File: src/rtl/i2c_regfile_slave_if.sv
// rtl/i2c_regfile_slave_if.sv - I2C pad-side bus bundle for i2c_regfile_slave
// sda_in is the resolved open-drain line; sda_oe=1 pulls SDA low.
interface i2c_regfile_slave_if;
   logic scl_in;
   logic sda_in;
   logic sda_oe;

   modport master (output scl_in, output sda_in, input sda_oe);
   modport slave  (input scl_in, input sda_in, output sda_oe);
endinterface

File: src/rtl/i2c_regfile_slave.sv
// rtl/i2c_regfile_slave.sv - I2C slave with sub-addressed, auto-incrementing byte register file
// Define I2C_GLITCH_FILTER_EN to add a 3-sample stability filter on synchronised SCL/SDA.
module i2c_regfile_slave #(
   parameter int         NREGS     = 12,
   parameter logic [6:0] DEV_ADDR  = 7'h70,
   parameter logic [7:0] RESET_VAL = 8'h00
) (
   input  logic               clk,
   input  logic               rst_n,
   i2c_regfile_slave_if.slave bus,
   output logic [NREGS*8-1:0] regs,
   output logic [NREGS-1:0]   wr_pulse,
   output logic               busy
);
   localparam int         IW   = $clog2(NREGS);
   localparam logic [7:0] NR8  = 8'(NREGS);
   localparam logic [7:0] LAST = 8'(NREGS - 1);

   typedef enum logic [3:0] {
      IDLE, ADDR, ADDR_ACK, SUB, SUB_ACK, WDATA, WDATA_ACK, RDATA, RDATA_ACK, IGNORE
   } state_t;

   state_t           state_q, state_d;
   logic [1:0]       scl_sync_q, scl_sync_d, sda_sync_q, sda_sync_d;
   logic             scl_v, sda_v;
   logic             scl_p_q, scl_p_d, sda_p_q, sda_p_d;
   logic             scl_rise, scl_fall, start_det, stop_det;
   logic [2:0]       cnt_q, cnt_d;
   logic [6:0]       sh_q, sh_d;
   logic [7:0]       ptr_q, ptr_d, ptr_next, rx_byte, rd_byte;
   logic             rw_q, rw_d, sda_oe_q, sda_oe_d, busy_q, busy_d;
   logic             in_range;
   logic [IW-1:0]    idx;
   logic [7:0]       regs_q [NREGS];
   logic [7:0]       regs_d [NREGS];
   logic [NREGS-1:0] wr_pulse_q, wr_pulse_d;

   assign scl_sync_d = {scl_sync_q[0], bus.scl_in};
   assign sda_sync_d = {sda_sync_q[0], bus.sda_in};

`ifdef I2C_GLITCH_FILTER_EN
   // Filtered level follows the input only after three equal consecutive samples.
   logic [1:0] scl_hist_q, scl_hist_d, sda_hist_q, sda_hist_d;
   logic       scl_flt_q, scl_flt_d, sda_flt_q, sda_flt_d;

   always_comb begin
      scl_hist_d = {scl_hist_q[0], scl_sync_q[1]};
      sda_hist_d = {sda_hist_q[0], sda_sync_q[1]};
      scl_flt_d  = scl_flt_q;
      sda_flt_d  = sda_flt_q;
      if (scl_hist_q == {2{scl_sync_q[1]}}) scl_flt_d = scl_sync_q[1];
      if (sda_hist_q == {2{sda_sync_q[1]}}) sda_flt_d = sda_sync_q[1];
   end

   always_ff @(posedge clk or negedge rst_n) begin
      if (!rst_n) begin
         scl_hist_q <= 2'b11;
         sda_hist_q <= 2'b11;
         scl_flt_q  <= 1'b1;
         sda_flt_q  <= 1'b1;
      end else begin
         scl_hist_q <= scl_hist_d;
         sda_hist_q <= sda_hist_d;
         scl_flt_q  <= scl_flt_d;
         sda_flt_q  <= sda_flt_d;
      end
   end

   assign scl_v = scl_flt_q;
   assign sda_v = sda_flt_q;
`else
   assign scl_v = scl_sync_q[1];
   assign sda_v = sda_sync_q[1];
`endif

   assign scl_p_d   = scl_v;
   assign sda_p_d   = sda_v;
   assign scl_rise  = scl_v & ~scl_p_q;
   assign scl_fall  = ~scl_v & scl_p_q;
   assign start_det = scl_v & scl_p_q & ~sda_v & sda_p_q;
   assign stop_det  = scl_v & scl_p_q & sda_v & ~sda_p_q;

   assign idx      = ptr_q[IW-1:0];
   assign in_range = (ptr_q < NR8);
   assign ptr_next = (ptr_q == LAST) ? 8'h00 : ptr_q + 8'd1;
   assign rd_byte  = in_range ? regs_q[idx] : 8'h00;
   assign rx_byte  = {sh_q, sda_v};

   // cnt counts SCL rises inside a byte; in ACK states 0/1 tells the first fall from the second.
   always_comb begin
      state_d    = state_q;
      cnt_d      = cnt_q;
      sh_d       = sh_q;
      ptr_d      = ptr_q;
      rw_d       = rw_q;
      sda_oe_d   = sda_oe_q;
      busy_d     = busy_q;
      wr_pulse_d = '0;
      regs_d     = regs_q;
      if (stop_det) begin
         state_d  = IDLE;
         sda_oe_d = 1'b0;
         busy_d   = 1'b0;
      end else if (start_det) begin
         state_d  = ADDR;
         cnt_d    = 3'd0;
         sda_oe_d = 1'b0;
      end else if (scl_rise) begin
         cnt_d = cnt_q + 3'd1;
         case (state_q)
            ADDR, SUB, WDATA: begin
               sh_d = rx_byte[6:0];
               if (cnt_q == 3'd7) begin
                  cnt_d = 3'd0;
                  if (state_q == ADDR) begin
                     if (rx_byte[7:1] == DEV_ADDR) begin
                        state_d = ADDR_ACK;
                        rw_d    = rx_byte[0];
                        busy_d  = 1'b1;
                     end else begin
                        state_d = IGNORE;
                     end
                  end else if (state_q == SUB) begin
                     ptr_d   = rx_byte;
                     state_d = SUB_ACK;
                  end else begin
                     state_d = WDATA_ACK;
                     if (in_range) begin
                        regs_d[idx]     = rx_byte;
                        wr_pulse_d[idx] = 1'b1;
                        ptr_d           = ptr_next;
                     end
                  end
               end
            end
            RDATA: begin
               if (cnt_q == 3'd7) begin
                  cnt_d   = 3'd0;
                  state_d = RDATA_ACK;
                  if (in_range) ptr_d = ptr_next;
               end
            end
            RDATA_ACK: begin
               if (sda_v) state_d = IGNORE;
            end
            default: ;
         endcase
      end else if (scl_fall) begin
         case (state_q)
            ADDR_ACK, SUB_ACK, WDATA_ACK: begin
               if (cnt_q == 3'd0) begin
                  sda_oe_d = 1'b1;
               end else begin
                  sda_oe_d = 1'b0;
                  cnt_d    = 3'd0;
                  if (state_q == ADDR_ACK && rw_q) begin
                     state_d  = RDATA;
                     sh_d     = rd_byte[6:0];
                     sda_oe_d = ~rd_byte[7];
                  end else if (state_q == ADDR_ACK) begin
                     state_d = SUB;
                  end else begin
                     state_d = WDATA;
                  end
               end
            end
            RDATA: begin
               sh_d     = {sh_q[5:0], 1'b0};
               sda_oe_d = ~sh_q[6];
            end
            RDATA_ACK: begin
               if (cnt_q == 3'd0) begin
                  sda_oe_d = 1'b0;
               end else begin
                  state_d  = RDATA;
                  cnt_d    = 3'd0;
                  sh_d     = rd_byte[6:0];
                  sda_oe_d = ~rd_byte[7];
               end
            end
            default: ;
         endcase
      end
   end

   always_ff @(posedge clk or negedge rst_n) begin
      if (!rst_n) begin
         state_q    <= IDLE;
         scl_sync_q <= 2'b11;
         sda_sync_q <= 2'b11;
         scl_p_q    <= 1'b1;
         sda_p_q    <= 1'b1;
         cnt_q      <= 3'd0;
         sh_q       <= 7'd0;
         ptr_q      <= 8'd0;
         rw_q       <= 1'b0;
         sda_oe_q   <= 1'b0;
         busy_q     <= 1'b0;
         wr_pulse_q <= '0;
         for (int k = 0; k < NREGS; k++) regs_q[k] <= RESET_VAL;
      end else begin
         state_q    <= state_d;
         scl_sync_q <= scl_sync_d;
         sda_sync_q <= sda_sync_d;
         scl_p_q    <= scl_p_d;
         sda_p_q    <= sda_p_d;
         cnt_q      <= cnt_d;
         sh_q       <= sh_d;
         ptr_q      <= ptr_d;
         rw_q       <= rw_d;
         sda_oe_q   <= sda_oe_d;
         busy_q     <= busy_d;
         wr_pulse_q <= wr_pulse_d;
         regs_q     <= regs_d;
      end
   end

   for (genvar k = 0; k < NREGS; k++) begin : g_flat
      assign regs[8*k +: 8] = regs_q[k];
   end

   assign bus.sda_oe = sda_oe_q;
   assign wr_pulse   = wr_pulse_q;
   assign busy       = busy_q;
endmodule

File: src/flat_wrapper.sv
// flat-port wrapper written by rule: the top's interface ports become plain ports
module i2c_regfile_slave_flat 
#(
   parameter int         NREGS     = 12,
   parameter logic [6:0] DEV_ADDR  = 7'h70,
   parameter logic [7:0] RESET_VAL = 8'h00
)
  (clk, rst_n, regs, wr_pulse, busy, bus_scl_in, bus_sda_in, bus_sda_oe);
  i2c_regfile_slave_if bus_i ();
  input  logic clk;
  input  logic rst_n;
  output logic [NREGS*8-1:0] regs;
  output logic [NREGS-1:0] wr_pulse;
  output logic busy;
  input wire logic [$bits(bus_i.scl_in)-1:0] bus_scl_in;
  input wire logic [$bits(bus_i.sda_in)-1:0] bus_sda_in;
  output wire logic [$bits(bus_i.sda_oe)-1:0] bus_sda_oe;
  assign bus_i.scl_in = bus_scl_in;
  assign bus_i.sda_in = bus_sda_in;
  assign bus_sda_oe = bus_i.sda_oe;
  i2c_regfile_slave #(.NREGS(NREGS), .DEV_ADDR(DEV_ADDR), .RESET_VAL(RESET_VAL)) u_core (.clk(clk), .rst_n(rst_n), .bus(bus_i), .regs(regs), .wr_pulse(wr_pulse), .busy(busy));
endmodule
File: config.mk
export PLATFORM = sky130hd
export DESIGN_NAME = i2c_regfile_slave_flat
export DESIGN_NICKNAME = d
export VERILOG_FILES = /design/src/rtl/i2c_regfile_slave_if.sv /design/src/rtl/i2c_regfile_slave.sv /design/src/flat_wrapper.sv
export SDC_FILE = /design/constraint.sdc
export NUM_CORES = 1
export LEC_CHECK = 0
export CORE_MARGIN = 2
export CORE_UTILIZATION = 60
export DETAILED_ROUTE_END_ITERATION = 8
export DONT_BUFFER_PORTS = 1
export HOLD_SLACK_MARGIN = 0.05
export PLACE_DENSITY_LB_ADDON = 0.1
export RECOVER_POWER = 50
export SETUP_SLACK_MARGIN = 0.02
export SLEW_MARGIN = 20
export SYNTH_ARGS = -nofsm -noshare
export SYNTH_HDL_FRONTEND = slang
export SYNTH_SLANG_ARGS = --single-unit
File: constraint.sdc
create_clock -name clk -period 5.8 [get_ports clk]
set_clock_uncertainty 0.2 [all_clocks]
set_input_delay 1.16 -clock clk [delete_from_list [all_inputs] [get_ports clk]]
set_output_delay 1.16 -clock clk [all_outputs]
set_load 0.02 [all_outputs]
==> results of run 1 <==
## worst paths after layout
kind,startpoint,to,slack (ns)
worst max-delay path,u_core.scl_sync_q[1]$_DFF_PN1_,u_core.regs[84]$_DFFE_PN0P_,2.01
worst min-delay path,u_core.sda_sync_q[0]$_DFF_PN1_,u_core.sda_sync_q[1]$_DFF_PN1_,0.17
worst max register to register,u_core.scl_sync_q[1]$_DFF_PN1_,u_core.regs[84]$_DFFE_PN0P_,2.01
worst min register to register,u_core.sda_sync_q[0]$_DFF_PN1_,u_core.sda_sync_q[1]$_DFF_PN1_,0.17
max in group asynchronous,rst_n,u_core.scl_p_q$_DFF_PN1_,4.93
min in group asynchronous,rst_n,u_core.regs[65]$_DFFE_PN0P_,0.23
## per-layer routing
metal	track usage	vias up
li1	-	1853
met1	0.371	2293
met2	0.445	194
met3	0.0968	25
met4	0.101	0
met5	0	-
## logic make-up after synthesis
family	after synthesis
compound gates	74
xor+xnor	1
fa+ha+maj	11
buf+inv	44
flops	139
mux	136
simple gates	98
## critical path, delay by kind of cell, from the launching register on
kind / cells / cell delay, ns
adder cells (fa/ha/maj): 1 / 0.62
multiplexers: 1 / 0.49
buffers and inverters: 1 / 0.20
flip-flops: 1 / 0.57
AO/OA/AOI/OAI: 1 / 0.37
AND/OR/NAND/NOR: 2 / 1.20
## through the flow
step | power, mW | worst slack (ns)
after floorplan | 1.25 | 3.33
final | 2.40 | 2.01
after detailed placement | 1.31 | 2.11
after global routing | 2.49 | 1.72
after global placement | 1.30 | 2.21
after CTS | 2.41 | 2.10
## power by group
group,total (mW),internal (mW),switching (mW)
clock network,1.11,0.693,0.413
logic,0.202,0.0907,0.112
registers,1.09,0.998,0.0954
total,2.40,1.78,0.620
## state kept, by name, indices dropped and copies added (netlist names), 2 cells and up
name	cells
u_core.regs	96
u_core.wr_pulse	12
u_core.ptr_q	8
u_core.sh_q	7
u_core.state_q	4
u_core.cnt_q	3
u_core.scl_sync_q	2
u_core.sda_sync_q	2
## cells in the final DEF, fill, tap and decap left out, types with 3 or more instances in the layout
master / instances
bufinv_16: 3
mux2i_1: 3
clkbuf_16: 17
ha_1: 10
a21oi_1: 19
nand4_1: 4
mux4_2: 22
mux2_4: 32
clkinv_2: 5
inv_1: 10
nand3b_1: 5
nor2b_1: 4
o21ai_0: 16
nor2_1: 13
nand3_1: 3
nand2_1: 24
a221o_1: 6
and3_1: 9
mux2_2: 79
dfrtp_1: 132
clkinvlp_4: 3
nand2b_1: 5
and4b_1: 5
a221oi_1: 3
a31oi_1: 4
nand2_4: 4
dfstp_2: 4
and4_1: 3
## cell type report
cell class / instances / share of cell area
sequential: 139 / 0.467
multi-input combinational: 320 / 0.423
clock buffer: 19 / 0.0606
tap: 140 / 0.0234
clock inverter: 12 / 0.0196
inverter: 11 / 0.00552
timing repair buffer: 1 / 0.00100
==> results by group, run 1 <==
Finish
  – Area growth syn-to-layout: 9.41%
  – Share of layout cells above drive strength 1: 0.369
  – Multi-input logic area: 3160 um^2
  – Final std cells w/o fill: 642
  – Register Area: 3490 um^2
  – Cell area after layout: 7470 um^2
  – Ant. Diodes: 0
  – Fill count: 780
  – Nets@finish: 504
  – Fin util: 0.681

Global routing
  – Initial antenna violation count: 0
  – Largest net degree at the start of global routing: 140
  – First-pass GRT wire length: 26700 um
  – Tot GR Track Use: 0.284
  – Vias in the first global route: 4559
  – Gr ovfl total: 0

Logic synthesis
  – Most frequent cells after synthesis: dfrtp_1 (133), mux2_2 (79), mux2_4 (32)
  – Synth cell types: 65
  – Mux contribution to synthesized area: 0.277
  – Adder-cell share of the synthesized area: 0.0198
  – Main combinational cell family by area after synthesis: multiplexers
  – Syn_area_per_cell: 13.6 um^2
  – Mapped Area: 6830 um^2
  – Flop and latch count out of synthesis: 139
  – Compound-Gate Fraction of Synth Area: 0.0742
  – Mapped Nets: 517
  – Synth Area in XOR/XNOR: 0.00128
  – Ys async rst share: 1.00
  – Post-Synth Simple-Gate Area: 0.0901
  – Warnings, synthesis: 0
  – Cells after Synth: 503
  – Count leader, synth: dfrtp_1
  – Number of flops mapped to enable cells by yosys: 0
  – Register area share after synthesis: 0.510
  – Share of the synthesized area in the top cell type: 0.487
  – Leading register cell type out of synthesis: dfrtp_1
  – Top cell type by total area after synthesis: dfrtp_1
  – Synth top area cells: dfrtp_1 (49%), mux2_2 (13%), mux4_2 (7.3%)

Run
  – Max-cap viol count: 0

Drt
  – DRT iter0 DRCs: 342
  – Met3 WL post-DR: 1460 um
  – Avg WL per Cell: 25.9 um
  – Post-Route WL: 16600 um
  – Vias: 4365
  – Metal-1 WL: 6800 um
  – Residual DRC: 0
  – Wire length on met2: 8050 um
  – DRT Pass-1 Iters: 5
  – Top sig layer: met4
  – Final ANT Viol Nets: 0
  – Avg Vias per Cell: 6.80

Clock network
  – H-Tree Level Count: 4
  – Cts hold-fix bufs: 0
  – Clk root buf: clkbuf_16
  – Clock transition at path regs: 0.06 ns
  – Max Root-Sink Buffers: 2
  – Total CTS buffers: 17
  – Number of post-CTS setup repair buffers: 0
  – Skew-Pair Late Insertion Delay: 0.42 ns
  – CTS tree: built
  – Post_cts resized: 0
  – Clock sink count: 139

Floorplanning
  – Core footprint: 11000 um^2
  – Die width: 111 um
  – Starting density of the core: 0.622
  – DIE HEIGHT: 111 um
  – I/O pin cnt: 114
  – DIE AREA: 12300 um^2
  – Row count: 38

Timing
  – Setup Viol. Count Final: 0
  – Setup TNS: 0 ns
  – Max Fclk: 0.264 GHz
  – Final Hold Viols: 0
  – RSZ-0062 raised after global routing: false
  – Hold Slack: 0.167 ns
  – Worst-margin pin slew: 0.918 ns
  – Final Slew Violations: 0
  – Tcrit/Tclk final: 0.653
  – Slew margin rel.: 0.386
  – Minimum clock period: 3.79 ns

Worst setup path
  – Startpoint class of the critical path: flop
  – CP arrival: 3.89 ns
  – Slowest stage cell, crit path: nand4_1
  – Highest net fanout along the worst path: 20
  – R2R cell count: 6
  – CP peak stage delay: 0.66 ns
  – Crit-path cells: ha_1 > inv_1 > a211o_1 > nor2_2 > nand4_1 > mux2_2
  – Critical path class: reg -> reg
  – Required @ worst endpoint: 5.90 ns
  – CP Capture Type: flop

Status
  – Status: complete, no violations

Power
  – Leak pwr: 3.64 nW
  – Worst vdd ir: 0.239 mV
  – PwrDens: 321 nW/um^2

Worst hold path
  – Hold Crit Depth: 0
  – Hold WC Path Type: reg -> reg

Place
  – Routability Congestion: 0.865
  – Detailed placement HPWL: 10600 um
  – Cell area after placement: 6870 um^2
  – I/O Buffers: 0
  – Placed Cells incl. Taps: 611
Power figures use the tool's default switching activity.
==> run 2: changes to the inputs <==
- clock period: 5.8 -> 3.6 ns (I/O delays scaled with it)
==> run 2 against run 1 <==
Effect of this change:
- the run now ends with negative hold slack left
- hold slack worse by 0.37 ns
- fmax is 30% higher
- via count hardly changed
- final area is 0.92% higher
- sequential share of layout area is 0.46 points lower
- clock power is 59% higher
- global-route usage is 0.78 points lower
- critical path type unchanged
==> results by group, run 2 (synthesis results as in run 1) <==
Status
  – Status: complete, but fails checks
  – Failing checks: negative hold slack

Worst setup path
  – Crit-path cells: xor2_1 > a211o_1 > nor4b_4 > nand2_4 > mux2_4
  – CP peak stage delay: 0.80 ns
  – Slowest stage cell, crit path: dfstp_2
  – Highest net fanout along the worst path: 21
  – R2R cell count: 5
  – CP Capture Type: flop
  – Critical path class: reg -> reg
  – Required @ worst endpoint: 3.70 ns
  – CP arrival: 3.02 ns
  – Startpoint class of the critical path: flop

Timing
  – Final Hold Viols: 133
  – Max Fclk: 0.343 GHz
  – Worst-margin pin slew: 0.934 ns
  – Worst Slack Setup Final: 0.680 ns
  – Tcrit/Tclk final: 0.811
  – Hold Slack: -0.206 ns
  – Setup TNS: 0 ns
  – RSZ-0062 raised after global routing: false
  – Final Slew Violations: 0
  – Setup Viol. Count Final: 0
  – Minimum clock period: 2.92 ns
  – Slew margin rel.: 0.375

Power
  – Worst vdd ir: 0.396 mV
  – PwrDens: 510 nW/um^2
  – Leak pwr: 3.68 nW
  – Pwr Total: 3.85 mW

Drt
  – Avg WL per Cell: 25.2 um
  – DRT Pass-1 Iters: 5
  – DRT iter0 DRCs: 348
  – Residual DRC: 0
  – Wire length on met2: 7930 um
  – Vias: 4361
  – Metal-1 WL: 6880 um
  – Post-Route WL: 16400 um
  – Met3 WL post-DR: 1170 um
  – Top sig layer: met4
  – Avg Vias per Cell: 6.68
  – Final ANT Viol Nets: 0

Floorplanning
  – DIE AREA: 12300 um^2
  – Die width: 111 um
  – Starting density of the core: 0.622
  – Row count: 38
  – Core footprint: 11000 um^2
  – I/O pin cnt: 114
  – DIE HEIGHT: 111 um

Finish
  – Area growth syn-to-layout: 10.4%
  – Commonest non-fill, non-tap cells in the layout: dfrtp_1 (132), mux2_2 (79), mux2_4 (32), nand2_1 (24), mux4_2 (22)
  – Share of layout cells above drive strength 1: 0.378
  – Nets@finish: 514
  – Max reg flops: 96
  – Ant. Diodes: 0
  – Commonest non-fill, non-tap cell in the layout: dfrtp_1

Global routing
  – Gr ovfl total: 0
  – Tot GR Track Use: 0.276
  – Initial antenna violation count: 0
  – Vias in the first global route: 4413
  – First-pass GRT wire length: 26000 um
  – Largest net degree at the start of global routing: 140

Clock network
  – Post_cts resized: 0
  – Skew-Pair Late Insertion Delay: 0.42 ns
  – Clk root buf: clkbuf_16
  – H-Tree Level Count: 4
  – Max Root-Sink Buffers: 2
  – CTS tree: built
  – Total CTS buffers: 17
  – Clock transition at path regs: 0.06 ns
  – Clock sink count: 139

Place
  – Pre-CTS worst setup slack: 0.721 ns
  – Detailed placement HPWL: 10800 um
  – I/O Buffers: 0
  – Routability Congestion: 0.882

Worst hold path
  – Hold WC Path Type: in -> async

Run
  – Max-cap viol count: 0
==> run 2: cell count changes in the layout (fill, tap and decap cells not counted), sizes merged <==
cell / change
inv: -1
buf: +10
clkbuf: +2
==> run 2: layout make-up <==
type / count / area [um^2]
sequential: 139 / 3490
multi-input combinational: 320 / 3160
fill: 761 / 3440
inverter: 11 / 41.3
tap: 140 / 175
clock buffer: 21 / 450
timing repair buffer: 11 / 82.6
clock inverter: 11 / 145
==> run 2: metal layers <==
metal,track usage,vias to the layer above
met3,0.0853,37
met4,0.102,0
li1,-,1881
met1,0.367,2268
met5,0,-
met2,0.432,175
==> run 2: path summary, 6_finish.rpt <==
kind                                                   to  slack, ns                           start
max in group asynchronous        u_core.scl_p_q$_DFF_PN1_       3.13                           rst_n
hold reg to reg            u_core.sda_sync_q[1]$_DFF_PN1_       0.16  u_core.sda_sync_q[0]$_DFF_PN1_
min in group clk           u_core.scl_sync_q[0]$_DFF_PN1_       0.10                      bus_scl_in
hold / removal                u_core.regs[15]$_DFFE_PN0P_      -0.21                           rst_n
setup reg to reg              u_core.regs[20]$_DFFE_PN0P_       0.68  u_core.sda_sync_q[1]$_DFF_PN1_
setup / recovery              u_core.regs[20]$_DFFE_PN0P_       0.68  u_core.sda_sync_q[1]$_DFF_PN1_
==> run 2: what timing repair did <==
item,in CTS,in global routing
setup buffers,0,0
setup endpoints to repair,0,0
hold endpoints to repair,139,139
==> run 2: metrics by stage <==
| step | utilization | instance area, um^2 | std cells |
|---|---|---|---|
| after floorplan | - | 6830 | 503 |
| after global placement | 0.633 | 6950 | 621 |
| after detailed placement | 0.633 | 6950 | 621 |
| after CTS | 0.687 | 7540 | 653 |
| after global routing | 0.687 | 7540 | 653 |
| final | 0.687 | 7540 | 653 |
==> run 2: worst max-delay path, delay by kind of cell (launching register included) <==
kind             cells  cell delay [ns]
flip-flops           1             0.80
multiplexers         1             0.35
XOR/XNOR             1             0.18
AO/OA/AOI/OAI        1             0.42
AND/OR/NAND/NOR      2             0.85
==> run 2: power breakdown <==
part	switching (mW)	internal, mW
clock network	0.650	1.11
registers	0.151	1.61
logic	0.184	0.150
total	0.986	2.86
